==> config.mk <==
export PLATFORM = sky130hd
export DESIGN_NAME = rx_comma_aligner
export DESIGN_NICKNAME = d
export VERILOG_FILES = /design/src/rtl/rx_comma_aligner.sv
export SDC_FILE = /design/constraint.sdc
export NUM_CORES = 1
export LEC_CHECK = 0
export BUFFER_PORTS_ARGS = -buffer_cell sky130_fd_sc_hd__buf_2
export CAP_MARGIN = 20
export CORE_ASPECT_RATIO = 0.8
export CORE_MARGIN = 2
export CORE_UTILIZATION = 44
export DETAILED_ROUTE_END_ITERATION = 7
export GPL_TIMING_DRIVEN = 0
export PLACE_DENSITY = 0.62
export SLEW_MARGIN = 20
export SYNTH_ARGS = -nofsm -noshare
export SYNTH_HDL_FRONTEND = slang
export SYNTH_SLANG_ARGS = --single-unit
==> constraint.sdc <==
create_clock -name Word_CLK -period 5.45 [get_ports Word_CLK]
set_input_delay 0.545 -clock Word_CLK [delete_from_list [all_inputs] [get_ports Word_CLK]]
set_output_delay 0.545 -clock Word_CLK [all_outputs]
set_load 0.005 [all_outputs]
==> src/rtl/rx_comma_aligner.sv <==
// K28.5 comma aligner between the deserializer and the 8b/10b decoder.
// Finds the comma bit offset, locks after repeated hits, and emits symbol-aligned words.
module rx_comma_aligner #(
  parameter int                    DATA_WIDTH = 10,
  parameter logic [DATA_WIDTH-1:0] COMMA_N    = 10'b0011111010,
  parameter logic [DATA_WIDTH-1:0] COMMA_P    = 10'b1100000101,
  parameter int                    LOCK_COUNT = 3,
  parameter int                    LOSS_COUNT = 4
) (
  input  logic                  Word_CLK,
  input  logic                  Reset,
  input  logic [DATA_WIDTH-1:0] Data_in,
  input  logic                  Data_in_valid,
  input  logic                  RxPolarity,
  output logic [DATA_WIDTH-1:0] Data_out,
  output logic                  Data_out_valid,
  output logic                  Comma_Detected,
  output logic                  Aligned,
  output logic [3:0]            Align_Offset
);

  localparam int CNT_MAX = (LOCK_COUNT > LOSS_COUNT) ? LOCK_COUNT : LOSS_COUNT;
  localparam int CW      = $clog2(CNT_MAX + 1);
  localparam logic [CW-1:0] LOCK_C = CW'(LOCK_COUNT);
  localparam logic [CW-1:0] LOSS_C = CW'(LOSS_COUNT);
  localparam logic [CW-1:0] ONE_C  = CW'(1);

  typedef enum logic [1:0] {
    UNALIGNED = 2'd0,
    ALIGNING  = 2'd1,
    LOCKED    = 2'd2
  } state_t;

  function automatic logic is_comma(input logic [DATA_WIDTH-1:0] s);
    return (s == COMMA_N) || (s == COMMA_P);
  endfunction

  function automatic logic [CW-1:0] sat_inc(input logic [CW-1:0] v);
    return (v == {CW{1'b1}}) ? v : v + ONE_C;
  endfunction

  logic [DATA_WIDTH-1:0]   word_p0, word_p1;
  logic [1:0]              seen;
  logic                    advance, win_ok;
  logic [2*DATA_WIDTH-1:0] win;
  logic [15:0]             hit;
  logic                    any_hit;
  logic [3:0]              first_hit;
  logic [DATA_WIDTH-1:0]   out_slice;
  state_t                  state, state_nxt;
  logic [3:0]              cand, cand_nxt, offs, offs_nxt;
  logic [CW-1:0]           cnt, cnt_nxt, miss, miss_nxt;
  logic [DATA_WIDTH-1:0]   data_p2;
  logic                    vld_p2, comma_p2;

  assign advance = Data_in_valid;
  assign win_ok  = advance && (seen == 2'd2);
  assign win     = {word_p1, word_p0};

  // Stage p0/p1: polarity-corrected word history forming the 20-bit search window
  always_ff @(posedge Word_CLK or posedge Reset) begin
    if (Reset) begin
      word_p0 <= '0;
      word_p1 <= '0;
      seen    <= 2'd0;
    end else if (advance) begin
      word_p1 <= word_p0;
      word_p0 <= Data_in ^ {DATA_WIDTH{RxPolarity}};
      if (seen != 2'd2) seen <= seen + 2'd1;
    end
  end

  // Descending scan so the lowest hitting offset is the one left in first_hit
  always_comb begin
    hit       = '0;
    any_hit   = 1'b0;
    first_hit = '0;
    out_slice = '0;
    for (int k = DATA_WIDTH - 1; k >= 0; k--) begin
      hit[k] = is_comma(win[2*DATA_WIDTH-1-k -: DATA_WIDTH]);
      if (offs == 4'(k)) out_slice = win[2*DATA_WIDTH-1-k -: DATA_WIDTH];
      if (hit[k]) begin
        any_hit   = 1'b1;
        first_hit = 4'(k);
      end
    end
  end

  always_ff @(posedge Word_CLK or posedge Reset) begin
    if (Reset) begin
      state <= UNALIGNED;
      cand  <= '0;
      cnt   <= '0;
      offs  <= '0;
      miss  <= '0;
    end else if (advance) begin
      state <= state_nxt;
      cand  <= cand_nxt;
      cnt   <= cnt_nxt;
      offs  <= offs_nxt;
      miss  <= miss_nxt;
    end
  end

  always_comb begin
    state_nxt = state;
    cand_nxt  = cand;
    cnt_nxt   = cnt;
    offs_nxt  = offs;
    miss_nxt  = miss;
    if (win_ok && any_hit) begin
      case (state)
        UNALIGNED: begin
          cand_nxt = first_hit;
          cnt_nxt  = ONE_C;
          if (LOCK_COUNT == 1) begin
            state_nxt = LOCKED;
            offs_nxt  = first_hit;
            miss_nxt  = '0;
          end else begin
            state_nxt = ALIGNING;
          end
        end
        ALIGNING: begin
          if (hit[cand]) begin
            cnt_nxt = sat_inc(cnt);
            if (cnt_nxt >= LOCK_C) begin
              state_nxt = LOCKED;
              offs_nxt  = cand;
              miss_nxt  = '0;
            end
          end else begin
            cand_nxt = first_hit;
            cnt_nxt  = ONE_C;
          end
        end
        LOCKED: begin
          // A lock-dropping window leaves cand alone; the next hit reseeds it
          if (hit[offs]) begin
            miss_nxt = '0;
          end else begin
            miss_nxt = sat_inc(miss);
            if (miss_nxt >= LOSS_C) state_nxt = UNALIGNED;
          end
        end
        default: state_nxt = UNALIGNED;
      endcase
    end
  end

  always_comb begin
    Aligned = (state == LOCKED);
  end

  // Stage p2: aligned symbol register toward the decoder
  always_ff @(posedge Word_CLK or posedge Reset) begin
    if (Reset) begin
      data_p2  <= '0;
      vld_p2   <= 1'b0;
      comma_p2 <= 1'b0;
    end else begin
      vld_p2   <= advance && Aligned;
      comma_p2 <= advance && Aligned && hit[offs];
      if (advance && Aligned) data_p2 <= out_slice;
    end
  end

  assign Data_out       = data_p2;
  assign Data_out_valid = vld_p2;
  assign Comma_Detected = comma_p2;
  assign Align_Offset   = offs;

endmodule

==> flow_summary_export.csv <==
group,metric,value,unit
route,avgViaCountPerCell,6.36,
route,num_vias,3824,
grt,grt_pass1_wl,18800,um
die,dieArea,0.00978,mm^2
grt,grt_pass1_vias,3535,
final_layout,fillers,817,
cts,cts_resized,0,
route,first_iter_violations,404,
cts,clockBufferDepth,2,
placed_design,place_ws,2320,ps
power,leakage,1.74,nW
route,avgRoutedWirePerCell,19.6,um
final_layout,drive_above_1_share,0.182,
logic_synthesis,synth_edf_count,0,
route,drt_first_pass_iters,5,
logic_synthesis,yosys.cell_types.count,75,
logic_synthesis,yosysSeqAreaShare,0.316,
cts,htreeDepth,2,
sta,slew_headroom,0.351,
grt,grt_max_degree,33,
final_layout,final_cell_count_no_fill,601,
logic_synthesis,synth.avg_cell_area,8.76,um^2
sta,tightest_slew,974,ps
power,power_density,230,mW/mm^2
final_layout,num_antenna_cells,0,
setup_path,cp.required,5650,ps
logic_synthesis,ys_warn_count,0,
route,drc,0,
sta,worst_slack,2260,ps
power,total_power,1.01,mW
logic_synthesis,synth-seq-cells,50,
setup_path,worstPathCellList,"clkbuf_1 > nor4bb_1 > nor4b_1 > nor3b_1 > a31o_2 > nor3_4 > mux2_4",
setup_path,cp_top_family,"simple AND/OR/NAND/NOR gates",
logic_synthesis,ys.flop_type,"dfrtp_1",
sta,maxSlewViolCount,0,
job,drv_cap,0,
die,io-pin-count,31,
cts,cts_hold_buf,0,
setup_path,timing.critical_path.buf_inv,1,
placed_design,gp_congestion,0.991,
die,core_area,0.00860,mm^2
logic_synthesis,netlist.area_leader.share,0.316,
placed_design,placed_area,0.00426,mm^2
sta,fmax,314,MHz
setup_path,startpoint_type,"register",
cts,postCtsSetupBuffers,0,
cts,clock_latency,320,ps
route,ant_nets,0,
final_layout,fin_area,0.00437,mm^2
die,start_util,0.461,
sta,fin_skew,16.5,ps
final_layout,multi_input_area,0.00249,mm^2
logic_synthesis,synthTopCellsByArea,"dfrtp_1 (32%), mux2i_1 (4.8%), mux2_2 (4.0%)",
setup_path,end_kind,"register",
placed_design,hpwl,8590,um
final_layout,synthToLayoutAreaGrowth,10.4,%
die,die_h,88.9,um
logic_synthesis,synth-async-reset-ratio,1.00,
die,die_w,110,um
sta,period_share,0.585,
run_status,status,"finished clean",
setup_path,cp_slowest_cell,"nor4b_1",
setup_path,worstSetupPathType,"reg2reg",
sta,final-setup-viol-count,0,
cts,cts_tree,"built",
route,drt-total-wl,11800,um
setup_path,critical-path-max-stage-delay,670,ps
final_layout,final_cell_mix,"dfrtp_1 (50), nor2_1 (41), buf_2 (35), nand2_1 (35), a21oi_1 (29)",
cts,clkSinkCount,50,
power,ir_drop,0.113,mV
die,rows,30,
worst_hold_path,hold_class,"in2async",
logic_synthesis,synth_area,0.00396,mm^2
sta,rsz0062_at_grt,"false",
grt,grt_use_total,0.251,
setup_path,arrival,3390,ps
final_layout,fin_nets,505,
placed_design,placedCellCount,593,
logic_synthesis,synth_nets,469,
sta,hold_ws,209,ps
logic_synthesis,synth_cells,452,
final_layout,final_common_cell,"dfrtp_1",
setup_path,worstPathMaxFanout,10,
grt,antenna_found_initial,0,
grt,grt_overflow,0,
cts,cts_buffers,5,
sta,min_period,3190,ps
final_layout,fin_util,0.508,
sta,hold_violations,0,
cts,path_clk_slew,100,ps
cts,cts_root_buf,"clkbuf_8",
final_layout,seqCellArea,0.00125,mm^2
sta,setup_tns,0,ps
placed_design,portBuffers,28,
logic_synthesis,synth_top_cell_by_area,"dfrtp_1",
==> final timing paths <==
check / start / endpoint / slack (ps) / cells after the start
max: word_p0[4] / cand[1] / 2260 / 7
min: Reset / miss[0] / 210 / 2
max reg2reg: word_p0[4] / cand[1] / 2260 / 7
min reg2reg: Data_out[8] / Data_out[8] / 490 / 2
max in group asynchronous: Reset / word_p0[4] / 4730 / 3
min in group Word_CLK: Data_out[8] / Data_out[8] / 490 / 2
==> power breakdown <==
| part | switching, mW | internal, mW |
|---|---|---|
| Combinational | 0.163 | 0.111 |
| Sequential | 0.0404 | 0.415 |
| Clock | 0.140 | 0.137 |
==> per-layer routing <==
metal	up-vias	GRT usage	routed length [um]	part of all wire
li1	1766	-	-	-
met1	1832	0.374	5540	0.47
met2	204	0.369	5110	0.43
met3	22	0.0427	933	0.079
met4	0	0.0783	166	0.014
met5	-	0	0	0
==> cell usage after synthesis, types with 4 or more instances <==
cell type  number
nand2_1        35
o21ai_0        23
buf_1           6
a31oi_1        14
clkbuf_1       27
a31o_2          4
mux2_2         14
xnor2_1        11
mux4_2          4
o211ai_1        5
nand3_1         7
inv_1          13
or4_1           7
buf_2           7
a21oi_1        29
and3_1          4
mux2i_1        19
dfrtp_1        50
mux2_4          4
nand2b_1       11
or2_2           4
a211oi_1        4
nand4_1         7
nor3b_1         4
nor2_1         41
nor4_1          4
nor2b_1        10
==> worst reg2reg max path: stages, from the launching register on <==
cell      delay [ps]
dfrtp_1          330
clkbuf_1         360
nor4bb_1         420
nor4b_1          670
nor3b_1          250
a31o_2           360
nor3_4           350
mux2_4           330
==> flip-flops by register name, indices dropped and copies added (netlist names), 3 cells and up <==
signal and flops:
Align_Offset 4, cand 4, Data_out 10, miss 3
word_p1 10, word_p0 10, cnt 3
==> final cells by class <==
| class | instances | area share |
|---|---|---|
| multi-input cells | 348 | 0.570 |
| flip-flops and latches | 50 | 0.286 |
| plain buffers | 41 | 0.0389 |
| repair buffers | 29 | 0.0366 |
| well taps | 112 | 0.0321 |
| clock buffers | 6 | 0.0166 |
| inverters | 13 | 0.0112 |
| clock inverters | 2 | 0.00859 |
==> logic make-up (layout without fill, tap and decap cells) <==
group	Yosys count	after routing	share of synthesized area
mux	41	41	0.126
xor+xnor	11	11	0.0243
flops	50	50	0.316
buf+inv	54	91	0.0553
compound gates	123	123	0.218
fa+ha+maj	3	3	0.00948
simple gates	170	170	0.252
Power figures use the tool's default switching activity.
